$ cat config.mk
export PLATFORM = sky130hd
export DESIGN_NAME = capture_write_ctrl
export DESIGN_NICKNAME = d
export VERILOG_FILES = /design/src/rtl/capture_pkg.sv /design/src/rtl/capture_trig_det.sv /design/src/rtl/capture_write_ctrl.sv
export SDC_FILE = /design/constraint.sdc
export NUM_CORES = 1
export LEC_CHECK = 0
export BUFFER_PORTS_ARGS = -buffer_cell sky130_fd_sc_hd__buf_2
export CORE_AREA = 2 2 126 128
export CTS_BUF_LIST = sky130_fd_sc_hd__clkbuf_2 sky130_fd_sc_hd__clkbuf_4 sky130_fd_sc_hd__clkbuf_8
export DETAILED_ROUTE_END_ITERATION = 12
export DIE_AREA = 0 0 128 130
export PLACE_DENSITY = 0.8
export SLEW_MARGIN = 20
export SYNTH_ARGS = -nofsm -noshare
export SYNTH_HDL_FRONTEND = slang
export SYNTH_HIERARCHICAL = 1
export SYNTH_SLANG_ARGS = --single-unit
export TNS_END_PERCENT = 10
$ cat constraint.sdc
create_clock -name clk -period 4.4 [get_ports clk]
set_clock_uncertainty 0.2 [all_clocks]
set_input_delay 0.88 -clock clk [delete_from_list [all_inputs] [get_ports clk]]
set_output_delay 0.88 -clock clk [all_outputs]
set_load 0.01 [all_outputs]
$ cat src/rtl/capture_pkg.sv
// capture_pkg -- shared definitions for the capture write controller.
//   CAP_ADDR_W / CAP_DATA_W / CAP_DEPTH : capture RAM geometry (8192 x 11)
//   CAP_CNT_W                           : width of sample counters (holds 8192)
//   cap_state_e                         : capture state machine encoding
//   eff_post_count()                    : post-trigger sample count actually
//                                         retained, clipped to the free RAM space
package capture_pkg;

  localparam int unsigned CAP_ADDR_W = 13;
  localparam int unsigned CAP_DATA_W = 11;
  localparam int unsigned CAP_DEPTH  = 8192;
  localparam int unsigned CAP_CNT_W  = 14;

  typedef enum logic [2:0] {
    IDLE,
    FILL,
    WAIT_TRIG,
    POST,
    DONE
  } cap_state_e;

  // max(1, min(post, DEPTH - pre)): the post window may never overwrite the
  // pre-trigger history, and always keeps at least the trigger sample.
  function automatic logic [CAP_CNT_W-1:0] eff_post_count(
    input logic [CAP_ADDR_W-1:0] pre,
    input logic [CAP_CNT_W-1:0]  post
  );
    logic [CAP_CNT_W-1:0] room;
    logic [CAP_CNT_W-1:0] m;
    room = CAP_CNT_W'(CAP_DEPTH) - {1'b0, pre};
    m    = (post < room) ? post : room;
    return (m == '0) ? CAP_CNT_W'(1) : m;
  endfunction

endpackage

$ cat src/rtl/capture_trig_det.sv
// capture_trig_det -- edge trigger detector with optional hysteresis.
//   clk, rst_n : clock, asynchronous active-low reset
//   i_clear    : capture restart; forgets the previous sample
//   i_valid    : a sample is being accepted this cycle
//   i_eval     : trigger evaluation enabled (only waiting-for-trigger)
//   i_data     : current sample
//   i_level    : threshold
//   i_edge     : 0 = rising, 1 = falling
//   i_hyst     : hysteresis band (only with CAPTURE_TRIG_HYST_EN)
//   o_trig     : trigger condition for the current sample
// Optional feature macro: CAPTURE_TRIG_HYST_EN.
module capture_trig_det
  import capture_pkg::*;
(
  input  logic                  clk,
  input  logic                  rst_n,
  input  logic                  i_clear,
  input  logic                  i_valid,
  input  logic                  i_eval,
  input  logic [CAP_DATA_W-1:0] i_data,
  input  logic [CAP_DATA_W-1:0] i_level,
  input  logic                  i_edge,
`ifdef CAPTURE_TRIG_HYST_EN
  input  logic [4:0]            i_hyst,
`endif
  output logic                  o_trig
);

  logic [CAP_DATA_W-1:0] r_prev;
  logic                  r_prev_vld;
  logic                  w_rise;
  logic                  w_fall;
  logic                  w_cond;

  always_comb begin
    w_rise = r_prev_vld && (r_prev <  i_level) && (i_data >= i_level);
    w_fall = r_prev_vld && (r_prev >= i_level) && (i_data <  i_level);
    w_cond = i_eval && (i_edge ? w_fall : w_rise);
  end

  always_ff @(posedge clk or negedge rst_n) begin
    if (!rst_n) begin
      r_prev     <= '0;
      r_prev_vld <= 1'b0;
    end else if (i_clear) begin
      r_prev     <= '0;
      r_prev_vld <= 1'b0;
    end else if (i_valid) begin
      r_prev     <= i_data;
      r_prev_vld <= 1'b1;
    end
  end

`ifdef CAPTURE_TRIG_HYST_EN
  // Once fired, the detector stays disarmed until the signal has left the
  // band on the far side of the level. The armed flag survives a capture
  // restart so a noisy signal cannot re-fire just because of a new arm.
  logic                  r_armed;
  logic [CAP_DATA_W-1:0] w_hyst_ext;
  logic [CAP_DATA_W:0]   w_hi_sum;
  logic [CAP_DATA_W-1:0] w_lo;
  logic [CAP_DATA_W-1:0] w_hi;
  logic                  w_rearm;

  always_comb begin
    w_hyst_ext = {{(CAP_DATA_W-5){1'b0}}, i_hyst};
    w_lo       = (i_level > w_hyst_ext) ? (i_level - w_hyst_ext) : '0;
    w_hi_sum   = {1'b0, i_level} + {1'b0, w_hyst_ext};
    w_hi       = w_hi_sum[CAP_DATA_W] ? '1 : w_hi_sum[CAP_DATA_W-1:0];
    w_rearm    = i_edge ? (i_data > w_hi) : (i_data < w_lo);
    o_trig     = w_cond && r_armed;
  end

  always_ff @(posedge clk or negedge rst_n) begin
    if (!rst_n) begin
      r_armed <= 1'b1;
    end else if (i_valid) begin
      if (o_trig) begin
        r_armed <= 1'b0;
      end else if (w_rearm) begin
        r_armed <= 1'b1;
      end
    end
  end
`else
  always_comb begin
    o_trig = w_cond;
  end
`endif

endmodule

$ cat src/rtl/capture_write_ctrl.sv
// capture_write_ctrl -- pre/post trigger capture write controller for an
// 8192 x 11 DPRAM (port A).
//   clk, rst_n          : clock, asynchronous active-low reset
//   arm                 : one-cycle pulse, (re)starts a capture
//   pre_depth           : samples kept before the trigger
//   post_depth          : samples kept from the trigger onward
//   trig_level          : unsigned threshold
//   trig_edge           : 0 = rising, 1 = falling
//   force_trig          : software trigger (held pending until next sample)
//   s_valid, s_data     : sample stream
//   trig_hyst           : hysteresis band (only with CAPTURE_TRIG_HYST_EN)
//   ram_addr/wr_data/wr_en : registered RAM write port
//   trig_addr           : RAM address of the trigger sample
//   start_addr          : RAM address of the oldest retained sample
//   busy                : capture in progress
//   done                : capture complete, held until next arm
// Optional feature macro: CAPTURE_TRIG_HYST_EN.
module capture_write_ctrl
  import capture_pkg::*;
(
  input  logic                  clk,
  input  logic                  rst_n,
  input  logic                  arm,
  input  logic [CAP_ADDR_W-1:0] pre_depth,
  input  logic [CAP_CNT_W-1:0]  post_depth,
  input  logic [CAP_DATA_W-1:0] trig_level,
  input  logic                  trig_edge,
  input  logic                  force_trig,
  input  logic                  s_valid,
  input  logic [CAP_DATA_W-1:0] s_data,
`ifdef CAPTURE_TRIG_HYST_EN
  input  logic [4:0]            trig_hyst,
`endif
  output logic [CAP_ADDR_W-1:0] ram_addr,
  output logic [CAP_DATA_W-1:0] ram_wr_data,
  output logic                  ram_wr_en,
  output logic [CAP_ADDR_W-1:0] trig_addr,
  output logic [CAP_ADDR_W-1:0] start_addr,
  output logic                  busy,
  output logic                  done
);

  localparam logic [CAP_CNT_W-1:0]  CNT_ONE = CAP_CNT_W'(1);
  localparam logic [CAP_ADDR_W-1:0] PTR_ONE = CAP_ADDR_W'(1);

  cap_state_e            r_state;
  cap_state_e            w_next;

  logic [CAP_ADDR_W-1:0] r_pre;
  logic [CAP_CNT_W-1:0]  r_post_eff;
  logic [CAP_DATA_W-1:0] r_level;
  logic                  r_edge;
  logic [CAP_ADDR_W-1:0] r_wptr;
  logic [CAP_CNT_W-1:0]  r_cnt;
  logic                  r_force_pend;
  logic                  r_wr_en;
  logic [CAP_ADDR_W-1:0] r_addr;
  logic [CAP_DATA_W-1:0] r_data;
  logic [CAP_ADDR_W-1:0] r_trig_addr;
  logic [CAP_ADDR_W-1:0] r_start_addr;

  logic                  w_active;
  logic                  w_accept;
  logic                  w_wait;
  logic                  w_det_trig;
  logic                  w_fire;

  // The arm cycle itself accepts no sample: the capture begins afresh on the
  // following cycle.
  always_comb begin
    w_active = (r_state == FILL) || (r_state == WAIT_TRIG) || (r_state == POST);
    w_accept = s_valid && !arm && w_active;
    w_wait   = (r_state == WAIT_TRIG);
    w_fire   = w_wait && w_accept && (w_det_trig || force_trig || r_force_pend);
  end

  capture_trig_det u_trig_det (
    .clk     (clk),
    .rst_n   (rst_n),
    .i_clear (arm),
    .i_valid (w_accept),
    .i_eval  (w_wait),
    .i_data  (s_data),
    .i_level (r_level),
    .i_edge  (r_edge),
`ifdef CAPTURE_TRIG_HYST_EN
    .i_hyst  (trig_hyst),
`endif
    .o_trig  (w_det_trig)
  );

  always_ff @(posedge clk or negedge rst_n) begin
    if (!rst_n) begin
      r_state <= IDLE;
    end else begin
      r_state <= w_next;
    end
  end

  always_comb begin
    w_next = r_state;
    unique case (r_state)
      IDLE: w_next = IDLE;
      FILL: begin
        if (w_accept && ((r_cnt + CNT_ONE) == {1'b0, r_pre})) begin
          w_next = WAIT_TRIG;
        end
      end
      WAIT_TRIG: begin
        if (w_fire) begin
          w_next = (r_post_eff == CNT_ONE) ? DONE : POST;
        end
      end
      POST: begin
        if (w_accept && ((r_cnt + CNT_ONE) == r_post_eff)) begin
          w_next = DONE;
        end
      end
      DONE: w_next = DONE;
      default: w_next = IDLE;
    endcase
    if (arm) begin
      w_next = (pre_depth == '0) ? WAIT_TRIG : FILL;
    end
  end

  always_ff @(posedge clk or negedge rst_n) begin
    if (!rst_n) begin
      r_pre        <= '0;
      r_post_eff   <= '0;
      r_level      <= '0;
      r_edge       <= 1'b0;
      r_wptr       <= '0;
      r_cnt        <= '0;
      r_force_pend <= 1'b0;
      r_wr_en      <= 1'b0;
      r_addr       <= '0;
      r_data       <= '0;
      r_trig_addr  <= '0;
      r_start_addr <= '0;
    end else begin
      r_wr_en <= w_accept;
      if (w_accept) begin
        r_addr <= r_wptr;
        r_data <= s_data;
        r_wptr <= r_wptr + PTR_ONE;
      end
      if (arm) begin
        r_pre        <= pre_depth;
        r_post_eff   <= eff_post_count(pre_depth, post_depth);
        r_level      <= trig_level;
        r_edge       <= trig_edge;
        r_wptr       <= '0;
        r_cnt        <= '0;
        r_force_pend <= 1'b0;
      end else begin
        unique case (r_state)
          FILL: begin
            if (w_accept) begin
              r_cnt <= r_cnt + CNT_ONE;
            end
          end
          WAIT_TRIG: begin
            if (w_fire) begin
              r_trig_addr  <= r_wptr;
              r_start_addr <= r_wptr - r_pre;
              r_cnt        <= CNT_ONE;
              r_force_pend <= 1'b0;
            end else if (force_trig) begin
              r_force_pend <= 1'b1;
            end
          end
          POST: begin
            if (w_accept) begin
              r_cnt <= r_cnt + CNT_ONE;
            end
          end
          default: begin
          end
        endcase
      end
    end
  end

  assign ram_addr    = r_addr;
  assign ram_wr_data = r_data;
  assign ram_wr_en   = r_wr_en;
  assign trig_addr   = r_trig_addr;
  assign start_addr  = r_start_addr;
  assign busy        = w_active;
  assign done        = (r_state == DONE);

endmodule

After elaboration in Yosys (flattened, before gate mapping)
Index checks and enable logic that the tools add are counted.

cells by class
  add/subtract/negate cells = 4
  order comparisons = 5
  eq/ne operators = 11
  multiplexer cells = 24
  bitwise operators = 1
  reduce and logical (&&, ||, !) cells = 27

operators by type and width
  operator                                                                 number
  14-bit 2-to-1 mux                                                        5
  14-bit case mux with 2 select lines                                      1
  13-bit 2-to-1 mux                                                        2
  11-bit >= comparator                                                     2
  11-bit less-than comparator                                              2
  11-bit 2-to-1 mux                                                        2
  3-bit 2-to-1 mux                                                         5
  14-bit by 1-bit adder with 14-bit output (second input constant)         1
  14-bit by 1-bit equality test with 1-bit output (second input constant)  1
  14-bit by 13-bit equality test with 1-bit output                         1
  14-bit equality test                                                     1
  14-bit logical NOT                                                       1
  14-bit less-than comparator                                              1
  14-bit by 13-bit subtractor with 14-bit output (first input constant)    1
  13-bit by 1-bit adder with 13-bit output (second input constant)         1
  13-bit logical NOT                                                       1
  13-bit subtractor                                                        1
  3-bit case mux with 4 select lines                                       1
  1-bit logical AND                                                        11
  3-bit AND reduction                                                      3
  1-bit 2-to-1 mux                                                         7
  3-bit by 2-bit equality test with 1-bit output (second input constant)   2
  3-bit by 2-bit != test with 1-bit output (second input constant)         2
  3-bit nonzero test                                                       2
  11 further kinds                                                         15

word-level totals
  bits in registers = 133

Depth between registers and ports, before layout
Gate-level depths: netlist of run 1.

  depth after elaboration = 11
  depth in mapped cells = 17

Hierarchy
Netlist of run 1, hierarchy kept.

by module, submodules not included
  module              instances  cells each  area each (sq um)  seq. area each (sq um)
  capture_write_ctrl  1          771         6,904.1            3,027.9
  capture_trig_det    1          110         1,027.2            300.3

Least setup slack after synthesis of run 1
OpenSTA, ideal clock, no wires.

  kind = input -> register
  start point = in pre_depth[0]
  end point = reg r_post_eff[12]
  arrival time = 4,311 ps
  data required time = 4,123 ps
  slack = -189 ps
  stages = 14
  buffers on the path = 3
  cell sequence = or4_1 or2_1 clkbuf_1 nor3_1 xor2_1 ha_1 a211o_1 or2_2 a221oi_2 and2_0 clkbuf_1 clkbuf_1 a21oi_1 a21oi_1

on the way
  cells in the longest elaborated chain, start to end = 5

ends and longest elaborated chain
  item                                              RTL line                   RTL
  start, declared                                   capture_write_ctrl.sv:24   input logic [CAP_ADDR_W-1:0] pre_depth,
  14-bit by 13-bit subtractor with 14-bit output *  capture_pkg.sv:30          room = CAP_CNT_W'(CAP_DEPTH) - {1'b0, pre};
  14-bit less-than comparator                       capture_pkg.sv:31          m = (post < room) ? post : room;
  14-bit 2-to-1 mux *                               capture_pkg.sv:31
  14-bit logical NOT                                capture_pkg.sv:32          return (m == '0) ? CAP_CNT_W'(1) : m;
  14-bit 2-to-1 mux *                               capture_pkg.sv:32
  end signal, assigned                              capture_write_ctrl.sv:150  r_post_eff <= eff_post_count(pre_depth, post_depth);
  end, declared                                     capture_write_ctrl.sv:50   logic [CAP_CNT_W-1:0] r_post_eff;

Mark *: on every way between the ends. The rest lies on a longest branch, timed or not.
A chain may end at the register's enable or synchronous reset.

Worst setup path in the final report of run 1
  start point = in pre_depth[0]
  end point = reg r_post_eff[8]

The elaborated chain is that of the path after synthesis.

==> results of run 1 <==
sequential cells by signal, summed over array words and instances (netlist names):
register / flops
start_addr: 13
r_pre: 13
r_force_pend: 1
r_state: 3
r_level: 11
r_edge: 1
r_wptr: 13
u_trig_det/r_prev: 11
ram_addr: 13
ram_wr_data: 11
u_trig_det/r_prev_vld: 1
r_cnt: 14
trig_addr: 13
ram_wr_en: 1
r_post_eff: 14
cell usage after synthesis, types with 14 or more instances:
master      n
ha_1       50
nor3_1     18
xnor2_1    25
mux2_2     24
nand4_1    14
nand2_1   128
dfrtp_1   133
o21ai_0    70
xor2_1     29
a21oi_1    43
nor2_1     76
inv_1      47
clkbuf_1   31
nand3_1    19
power groups by stage:
stage | sequential (W) | clock (W) | combinational [W]
2_1_floorplan | 0.00159 | 0 | 0.000506
3_3_place_gp | 0.00156 | 0 | 0.000876
3_5_place_dp | 0.00157 | 0 | 0.000901
4_1_cts | 0.00155 | 0.00106 | 0.000906
5_1_grt | 0.00157 | 0.00111 | 0.00101
6_report | 0.00155 | 0.00104 | 0.000906
per-layer routing:
layer | GRT usage, % | routed length (µm)
met1 | 34.66 | 9190
met3 | 5.904 | 1439
met5 | 0 | 0
met4 | 10.08 | 577
met2 | 39.73 | 9280
worst max-delay path by stage:
| stage | startpoint | to | slack (ps) | cells past startpoint |
|---|---|---|---|---|
| after floorplan | pre_depth[0] | r_post_eff[1] | 0.2 | 14 |
| after global placement | pre_depth[0] | r_post_eff[8] | 110 | 15 |
| after detailed placement | pre_depth[0] | r_post_eff[8] | 60 | 15 |
| after CTS | pre_depth[0] | r_post_eff[8] | 540 | 15 |
| after global routing | s_data[5] | r_state[1] | 210 | 15 |
| final | pre_depth[0] | r_post_eff[8] | 530 | 15 |
through the flow:
stage | hold slack, ps | utilization [%] | worst slack (ps) | std cells
final | 273.5 | 59.13 | 526.7 | 1192
after floorplan | 274.4 | - | 0.1688 | 881
after CTS | 279.5 | 59.13 | 535.0 | 1192
after detailed placement | 259.8 | 56.51 | 55.58 | 1160
after global placement | 253.2 | 56.51 | 113.9 | 1160
after global routing | 299.0 | 59.13 | 207.6 | 1192
area by class of cell:
class | instances | area (µm²) | share of cell area, %
inverters | 48 | 180.2 | 1.976
multi-input cells | 660 | 4277 | 46.89
clock inverters | 11 | 126.4 | 1.386
well taps | 192 | 240.2 | 2.634
repair buffers | 127 | 691.9 | 7.587
flip-flops and latches | 133 | 3328 | 36.49
clock buffers | 21 | 276.5 | 3.032
cell families (layout without fill, tap and decap cells):
kind of cell,after synthesis,in the layout,share of synthesized area (%)
mux,35,35,4.796
fa+ha+maj,51,51,8.140
compound gates,189,189,14.92
buf+inv,88,207,4.259
simple gates,330,330,19.75
flops,133,133,41.96
xor+xnor,55,55,6.168
layout by cell type (no fill, tap or decap), types with 4 or more instances in the layout:
cell	n
a211oi_1	7
a21o_1	4
a21oi_1	43
a22o_1	4
a31oi_1	11
and2_1	9
and3_1	8
buf_2	106
buf_4	20
clkbuf_8	19
clkinvlp_4	4
dfrtp_1	133
ha_1	50
inv_1	47
mux2_2	24
mux2i_1	11
nand2_1	128
nand2b_1	7
nand3_1	19
nand3b_1	4
nand4_1	14
nor2_1	76
nor2b_1	8
nor3_1	18
nor4_1	10
o21a_1	4
o21ai_0	70
o31ai_1	10
o41ai_1	5
or2_2	5
or3_1	7
xnor2_1	25
xor2_1	29
worst register-to-register path, stage by stage, from the launching register on:
cell	delay, ps
dfrtp_1	380
inv_1	100
ha_1	250
a211oi_1	210
nor2_1	90
o31a_1	270
o41ai_1	390
a21boi_1	120
or3_1	410
a31oi_1	250
a311oi_1	80
nand4_1	120
nor4_1	60
a2111oi_0	430
a21o_1	170
o21ai_0	90
==> flow_summary.json, run 1 <==
{
  "status": "complete, no violations",
  "worstMarginPinSlew_ps": 880.7,
  "worstPathMaxFanout": 7,
  "place.gp.congestion": 0.9582,
  "clkTransAtPathRegs_ps": 80,
  "ios": 108,
  "dr.pass1.iters": 5,
  "clockRootBuffer": "clkbuf_8",
  "clk-insertion-delay-late_ps": 460,
  "min_from": "ram_wr_data[8]",
  "num-nets-final": 1093,
  "vdd_drop_max_v": 0.0002575,
  "setup_viol": 0,
  "internal_power_w": 0.002324,
  "synth_edf_count": 0,
  "cts_buffer_depth": 2,
  "port_buffers": 107,
  "ff2ff_path_depth": 15,
  "report.final.hold_viol_count": 0,
  "dpl-instance-area_um2": 8717,
  "grt.total_usage_pct": 25.44,
  "cpMaxStageDelayCell": "or4b_1",
  "cp_cell_sequence": "buf_2, inv_1, ha_1, or4b_1, buf_4, nor4_4, xor2_2, ha_1, o211ai_1, a21oi_1, o2111ai_1, and2_0, buf_4, and3_1, a221o_1",
  "p_clk_share_pct": 29.8,
  "routedWlPerCell_um": 17.19,
  "reg2reg_from": "r_level[4]",
  "critPathBufInv": 4,
  "synth_top_area_share_pct": 41.96,
  "fillerInstances": 1356,
  "synth_area_leader_cell": "dfrtp_1",
  "cts_tree": "done",
  "ys_warn_count": 6,
  "die_h_um": 130,
  "leakagePower_nw": 4.406,
  "total_power_w": 0.003497,
  "seqPwrFrac_pct": 44.3,
  "area_delta_synth_final_pct": 14.99,
  "synth_ff_type": "dfrtp_1",
  "post-route-min-period_ps": 3873,
  "fp.dieW_um": 128,
  "slew_viol_final": 0,
  "grt_max_degree": 92,
  "synth-seq-area-share_pct": 41.96,
  "combPwrFrac_pct": 25.9,
  "path_class": "input pin to register",
  "tns_ps": 0,
  "drv_cap": 0,
  "p_sw_w": 0.001172,
  "yosysUniqueCellTypes": 69,
  "critPathTopFamily": "simple AND/OR/NAND/NOR gates",
  "fin_area_um2": 9120,
  "overflow": 0,
  "period_share_pct": 88.03,
  "max_slew_margin_pct": 41.29,
  "fp.dieArea_um2": 16640,
  "cts_buffers": 17,
  "r2r_setup_slack_ps": 650,
  "htreeDepth": 4,
  "max_freq_ghz": 0.2582,
  "coreArea_um2": 15420,
  "synth_area_leaders": "dfrtp_1 42%, ha_1 7.9%, nand2_1 6.1%",
  "powerDensity_nw_per_um2": 383.4,
  "vias_per_cell": 5.781,
  "syn_inst": 881,
  "drive_above_1_share_pct": 19.90,
  "num_rows": 46,
  "place_hpwl_um": 15320,
  "rr_endpoint": "r_state[1]",
  "slowest_delay_ps": 480,
  "p_sw_share_pct": 33.53,
  "post_cts_buffers": 0,
  "synth_seq_cells": 133,
  "postCtsHoldBufs": 0,
  "ant_nets": 0,
  "ys_async_sr_fraction_pct": 100.0,
  "rsz0062_at_grt": "no",
  "antenna_found_initial": 0,
  "cp-end-kind": "register",
  "syn-num-nets": 987,
  "drt_wl_total_um": 20490,
  "initial_utilization_pct": 51.42,
  "crit_required_ps": 4530,
  "cts.sinks": 133,
  "grt_first_pass_wirelength_um": 33080,
  "cts_resized": 0,
  "avgSynthCellArea_um2": 9.003,
  "drtIter0Drc": 452,
  "arrival_ps": 4000,
  "vias": 6891,
  "diodes": 0,
  "hp-class": "register to register",
  "syn_area_um2": 7931,
  "grt_pass1_vias": 6612,
  "drc": 0,
  "hold_depth": 2,
  "start_kind": "input pin",
  "worstHoldEndpoint": "ram_wr_data[8]"
}
(Power assumes the default switching activity.)
==> inputs of run 2 (changes only) <==
--- a/config.mk
+++ b/config.mk
@@ -6,10 +6,10 @@
 export NUM_CORES = 1
 export LEC_CHECK = 0
 export BUFFER_PORTS_ARGS = -buffer_cell sky130_fd_sc_hd__buf_2
-export CORE_AREA = 2 2 126 128
+export CORE_AREA = 2 2 115 140
 export CTS_BUF_LIST = sky130_fd_sc_hd__clkbuf_2 sky130_fd_sc_hd__clkbuf_4 sky130_fd_sc_hd__clkbuf_8
 export DETAILED_ROUTE_END_ITERATION = 12
-export DIE_AREA = 0 0 128 130
+export DIE_AREA = 0 0 117 142
 export PLACE_DENSITY = 0.8
 export SLEW_MARGIN = 20
 export SYNTH_ARGS = -nofsm -noshare
==> flow_summary.json, run 2 (synthesis gave the netlist of run 1 again) <==
{
  "coreArea_um2": 15330,
  "drc": 0,
  "num-nets-final": 1091,
  "fin_ws_ps": 431.4,
  "leakagePower_nw": 4.392,
  "routedWlPerCell_um": 17.35,
  "status": "complete, no violations",
  "crit_required_ps": 4580,
  "fp.dieW_um": 117,
  "slew_viol_final": 0,
  "initial_utilization_pct": 51.75,
  "overflow": 0,
  "diodes": 0,
  "max_slew_margin_pct": 39.75,
  "period_share_pct": 90.19,
  "htreeDepth": 4,
  "dr.pass1.iters": 5,
  "post-route-min-period_ps": 3969,
  "drt_wl_total_um": 20910,
  "clkTransAtPathRegs_ps": 80,
  "setup_viol": 0,
  "grt.total_usage_pct": 26.89,
  "post_cts_buffers": 0,
  "grt_max_degree": 91,
  "place_hpwl_um": 15700,
  "num_rows": 50,
  "grt_first_pass_wirelength_um": 34410,
  "dpl-instance-area_um2": 8722,
  "fp.dieArea_um2": 16610,
  "fin_area_um2": 9117,
  "worstPathMaxFanout": 6,
  "tns_ps": 0,
  "cts_tree": "done",
  "port_buffers": 107,
  "die_h_um": 142,
  "drv_cap": 0,
  "worstMarginPinSlew_ps": 903.8,
  "clk-insertion-delay-late_ps": 460,
  "vias_per_cell": 5.748,
  "powerDensity_nw_per_um2": 381.2,
  "place.gp.congestion": 0.9974,
  "cts.sinks": 133,
  "grt_pass1_vias": 6753,
  "final_common_cell": "dfrtp_1",
  "reg.largest.list": "r_cnt (14), r_post_eff (14)",
  "cp-end-kind": "register",
  "drive_above_1_share_pct": 19.66,
  "path_class": "input pin to register",
  "hp-class": "input pin to async pin",
  "final_cell_mix": "133 x dfrtp_1, 128 x nand2_1, 106 x buf_2, 76 x nor2_1, 70 x o21ai_0",
  "rsz0062_at_grt": "no",
  "report.final.hold_viol_count": 0,
  "cts_buffers": 17,
  "clockRootBuffer": "clkbuf_8",
  "antenna_found_initial": 3,
  "ios": 108,
  "vdd_drop_max_v": 0.0003389,
  "start_kind": "input pin",
  "ant_nets": 0,
  "cts_resized": 0,
  "utilization_pct": 59.49,
  "vias": 6926,
  "area_delta_synth_final_pct": 14.95,
  "postCtsHoldBufs": 0,
  "dp_slack_ps": -15.17,
  "drtIter0Drc": 553,
  "arrival_ps": 4150,
  "max_freq_ghz": 0.2520,
  "cts_buffer_depth": 2,
  "dp.cells": 1174,
  "fin_cells": 1205
}
[run 2: layout make-up]
type / count / area (µm²)
Fill cell: 1328 / 6210
Multi-Input combinational cell: 660 / 4277
Sequential cell: 133 / 3328
Timing Repair Buffer: 125 / 676.9
Clock buffer: 20 / 269.0
Tap cell: 208 / 260.3
Inverter: 48 / 180.2
Clock inverter: 11 / 126.4
[run 2: power breakdown]
group / total [W] / switching, W / internal (W)
Combinational: 0.000906 / 0.000534 / 0.000372
Sequential: 0.00155 / 0.000140 / 0.00141
Clock: 0.00102 / 0.000488 / 0.000536
Total: 0.00348 / 0.00116 / 0.00231
[run 2: stage by stage]
stage	power, W	hold slack (ps)
floorplan	0.002099	274.4
global placement	0.002443	256.6
detailed placement	0.002469	258.5
CTS	0.003497	277.8
global route	0.003680	298.0
finish	0.003476	262.4
[run 2: critical path, cell delays in order]
cell	delay, ps
buf_2	140
inv_1	100
ha_1	200
or4b_1	470
nor3_1	240
xnor2_1	180
inv_1	90
ha_1	200
a211o_1	310
o211ai_1	160
a21oi_1	100
a221oi_4	280
and2_0	320
buf_4	200
a21oi_1	80
a21oi_1	160
[run 2: path summary, 6_finish.rpt]
check	startpoint	endpoint	slack, ps	cells past startpoint
worst max-delay path	pre_depth[0]	r_post_eff[12]	430	16
worst min-delay path	rst_n	r_cnt[13]	260	1
worst max register to register	r_level[4]	r_state[1]	640	15
worst min register to register	ram_addr[5]	ram_addr[5]	270	2
max in group asynchronous	rst_n	r_state[0]	2880	2
min in group clk	ram_addr[5]	ram_addr[5]	270	2
[run 2: routing by layer]
metal | GRT usage (%) | wire length [µm] | vias up
met4 | 13.25 | 896 | 2
li1 | - | - | 3298
met3 | 6.985 | 1298 | 71
met2 | 42.84 | 10110 | 233
met1 | 33.83 | 8594 | 3322
met5 | 0 | 12 | -
==> inputs of run 3 (changes only) <==
--- a/config.mk
+++ b/config.mk
@@ -8,9 +8,10 @@
 export BUFFER_PORTS_ARGS = -buffer_cell sky130_fd_sc_hd__buf_2
 export CORE_AREA = 2 2 115 140
 export CTS_BUF_LIST = sky130_fd_sc_hd__clkbuf_2 sky130_fd_sc_hd__clkbuf_4 sky130_fd_sc_hd__clkbuf_8
+export CTS_CLUSTER_DIAMETER = 30
 export DETAILED_ROUTE_END_ITERATION = 12
 export DIE_AREA = 0 0 117 142
-export PLACE_DENSITY = 0.8
+export PLACE_DENSITY = 0.82
 export SLEW_MARGIN = 20
 export SYNTH_ARGS = -nofsm -noshare
 export SYNTH_HDL_FRONTEND = slang
==> flow_summary.json, run 3 (synthesis gave the netlist of run 1 again) <==
{
  "status": "complete, no violations",
  "cpMaxStageDelayCell": "or4_1",
  "drtIter0Drc": 447,
  "slew_viol_final": 0,
  "fillerInstances": 1324,
  "critPathTopFamily": "simple AND/OR/NAND/NOR gates",
  "tns_ps": 0,
  "rsz0062_at_grt": "no",
  "cts_tree": "done",
  "place_hpwl_um": 15760,
  "drc": 0,
  "crit_required_ps": 4580,
  "cts_buffers": 17,
  "ios": 108,
  "vdd_drop_max_v": 0.0002925,
  "ff2ff_path_depth": 15,
  "final_common_cell": "dfrtp_1",
  "drt_wl_total_um": 21380,
  "arrival_ps": 4100,
  "period_share_pct": 89.10,
  "multi_input_area_um2": 4277,
  "fp.dieArea_um2": 16610,
  "place.gp.congestion": 0.9672,
  "r2r_setup_slack_ps": 660,
  "leakagePower_nw": 4.435,
  "slowest_delay_ps": 540,
  "cp-end-kind": "register",
  "worstPathMaxFanout": 6,
  "dpl-instance-area_um2": 8775,
  "initial_utilization_pct": 51.75,
  "area_delta_synth_final_pct": 15.90,
  "rr_endpoint": "r_state[1]",
  "p_sw_w": 0.001198,
  "dr.pass1.iters": 5,
  "combPwrFrac_pct": 25.7,
  "internal_power_w": 0.002352,
  "powerDensity_nw_per_um2": 386.2,
  "grt_first_pass_wirelength_um": 35050,
  "timing.hold.ws_ps": 252.4,
  "grt_max_degree": 93,
  "clockRootBuffer": "clkbuf_8",
  "p_sw_share_pct": 33.75,
  "cts.sinks": 133,
  "start_kind": "input pin",
  "vias": 6968,
  "post_cts_buffers": 0,
  "routedWlPerCell_um": 17.63,
  "coreArea_um2": 15330,
  "path_class": "input pin to register",
  "diodes": 0,
  "hp-class": "input pin to async pin",
  "fp.dieW_um": 117,
  "clkTransAtPathRegs_ps": 80,
  "port_buffers": 107,
  "seqPwrFrac_pct": 43.7,
  "post-route-min-period_ps": 3920,
  "num-nets-final": 1098,
  "grt_pass1_vias": 6840,
  "critPathBufInv": 2,
  "p_clk_share_pct": 30.7,
  "setup_viol": 0,
  "cts_resized": 0,
  "num_rows": 50,
  "worstMarginPinSlew_ps": 882.9,
  "ant_nets": 0,
  "cp_cell_sequence": "buf_2, or4_1, or2_1, nor3_1, xor2_1, ha_1, a211o_1, o211ai_1, a21oi_1, a221oi_4, and2_0, buf_4, a21oi_1, a21oi_1",
  "worst_path_most_repeated_cell": "a21oi_1",
  "total_power_w": 0.003550,
  "htreeDepth": 4,
  "report.final.hold_viol_count": 0,
  "cts_buffer_depth": 2,
  "fin_cells": 1213,
  "vias_per_cell": 5.744,
  "max_slew_margin_pct": 41.14,
  "grt.total_usage_pct": 27.37,
  "max_freq_ghz": 0.2551,
  "reg.largest.list": "r_cnt (14), r_post_eff (14)",
  "final_cell_mix": "133 x dfrtp_1, 128 x nand2_1, 106 x buf_2, 76 x nor2_1, 70 x o21ai_0",
  "dp.cells": 1181,
  "die_h_um": 142,
  "overflow": 0,
  "fin_area_um2": 9193,
  "postCtsHoldBufs": 0,
  "drv_cap": 0,
  "drive_above_1_share_pct": 20.30,
  "reg2reg_from": "r_level[4]",
  "regArea_um2": 3328,
  "antenna_found_initial": 1,
  "clk-insertion-delay-late_ps": 470
}
run 3: cell types whose count changed in the layout (fill, tap and decap cells not counted), sizes merged:
cell	previous run	this run
buf	125	132
bufinv	2	3
clkbuf	20	18
clkinv	4	3
inv	49	52
run 3: routing by layer:
layer,track usage (%),share of wire (%),wire length (µm),vias up
li1,-,-,-,3308
met1,35.33,42,8908,3349
met2,42.80,47,10110,236
met3,6.175,6.5,1380,73
met4,14.43,4.5,966,2
met5,0,0.061,13,-
run 3: cell type report:
class                      count  area share [%]
clock inverter                14           1.919
inverter                      48           1.960
tap                          208           2.831
clock buffer                  18           2.627
sequential                   133           36.21
timing repair buffer         132           7.935
multi-input combinational    660           46.52
run 3: worst max path at each step:
stage	slack (ps)	depth (start not counted)	startpoint	to
5_1_grt	190	14	pre_depth[0]	r_post_eff[13]
2_1_floorplan	0.2	14	pre_depth[0]	r_post_eff[1]
3_5_place_dp	40	14	pre_depth[0]	r_post_eff[13]
6_report	480	14	pre_depth[0]	r_post_eff[13]
3_3_place_gp	100	13	pre_depth[0]	r_post_eff[7]
4_1_cts	520	14	pre_depth[0]	r_post_eff[5]
run 3: power by group through the flow:
stage               clock (W)  combinational, W  sequential (W)
CTS                   0.00110          0.000914         0.00155
finish                0.00109          0.000912         0.00155
global route          0.00115           0.00102         0.00157
global placement            0          0.000878         0.00157
floorplan                   0          0.000506         0.00159
detailed placement          0          0.000907         0.00157
run 3: metrics by stage:
| step | utilization, % | worst slack (ps) |
|---|---|---|
| floorplan | - | 0.1688 |
| global placement | 57.25 | 103.0 |
| detailed placement | 57.25 | 41.95 |
| CTS | 59.98 | 524.1 |
| global route | 59.98 | 192.1 |
| finish | 59.98 | 479.8 |
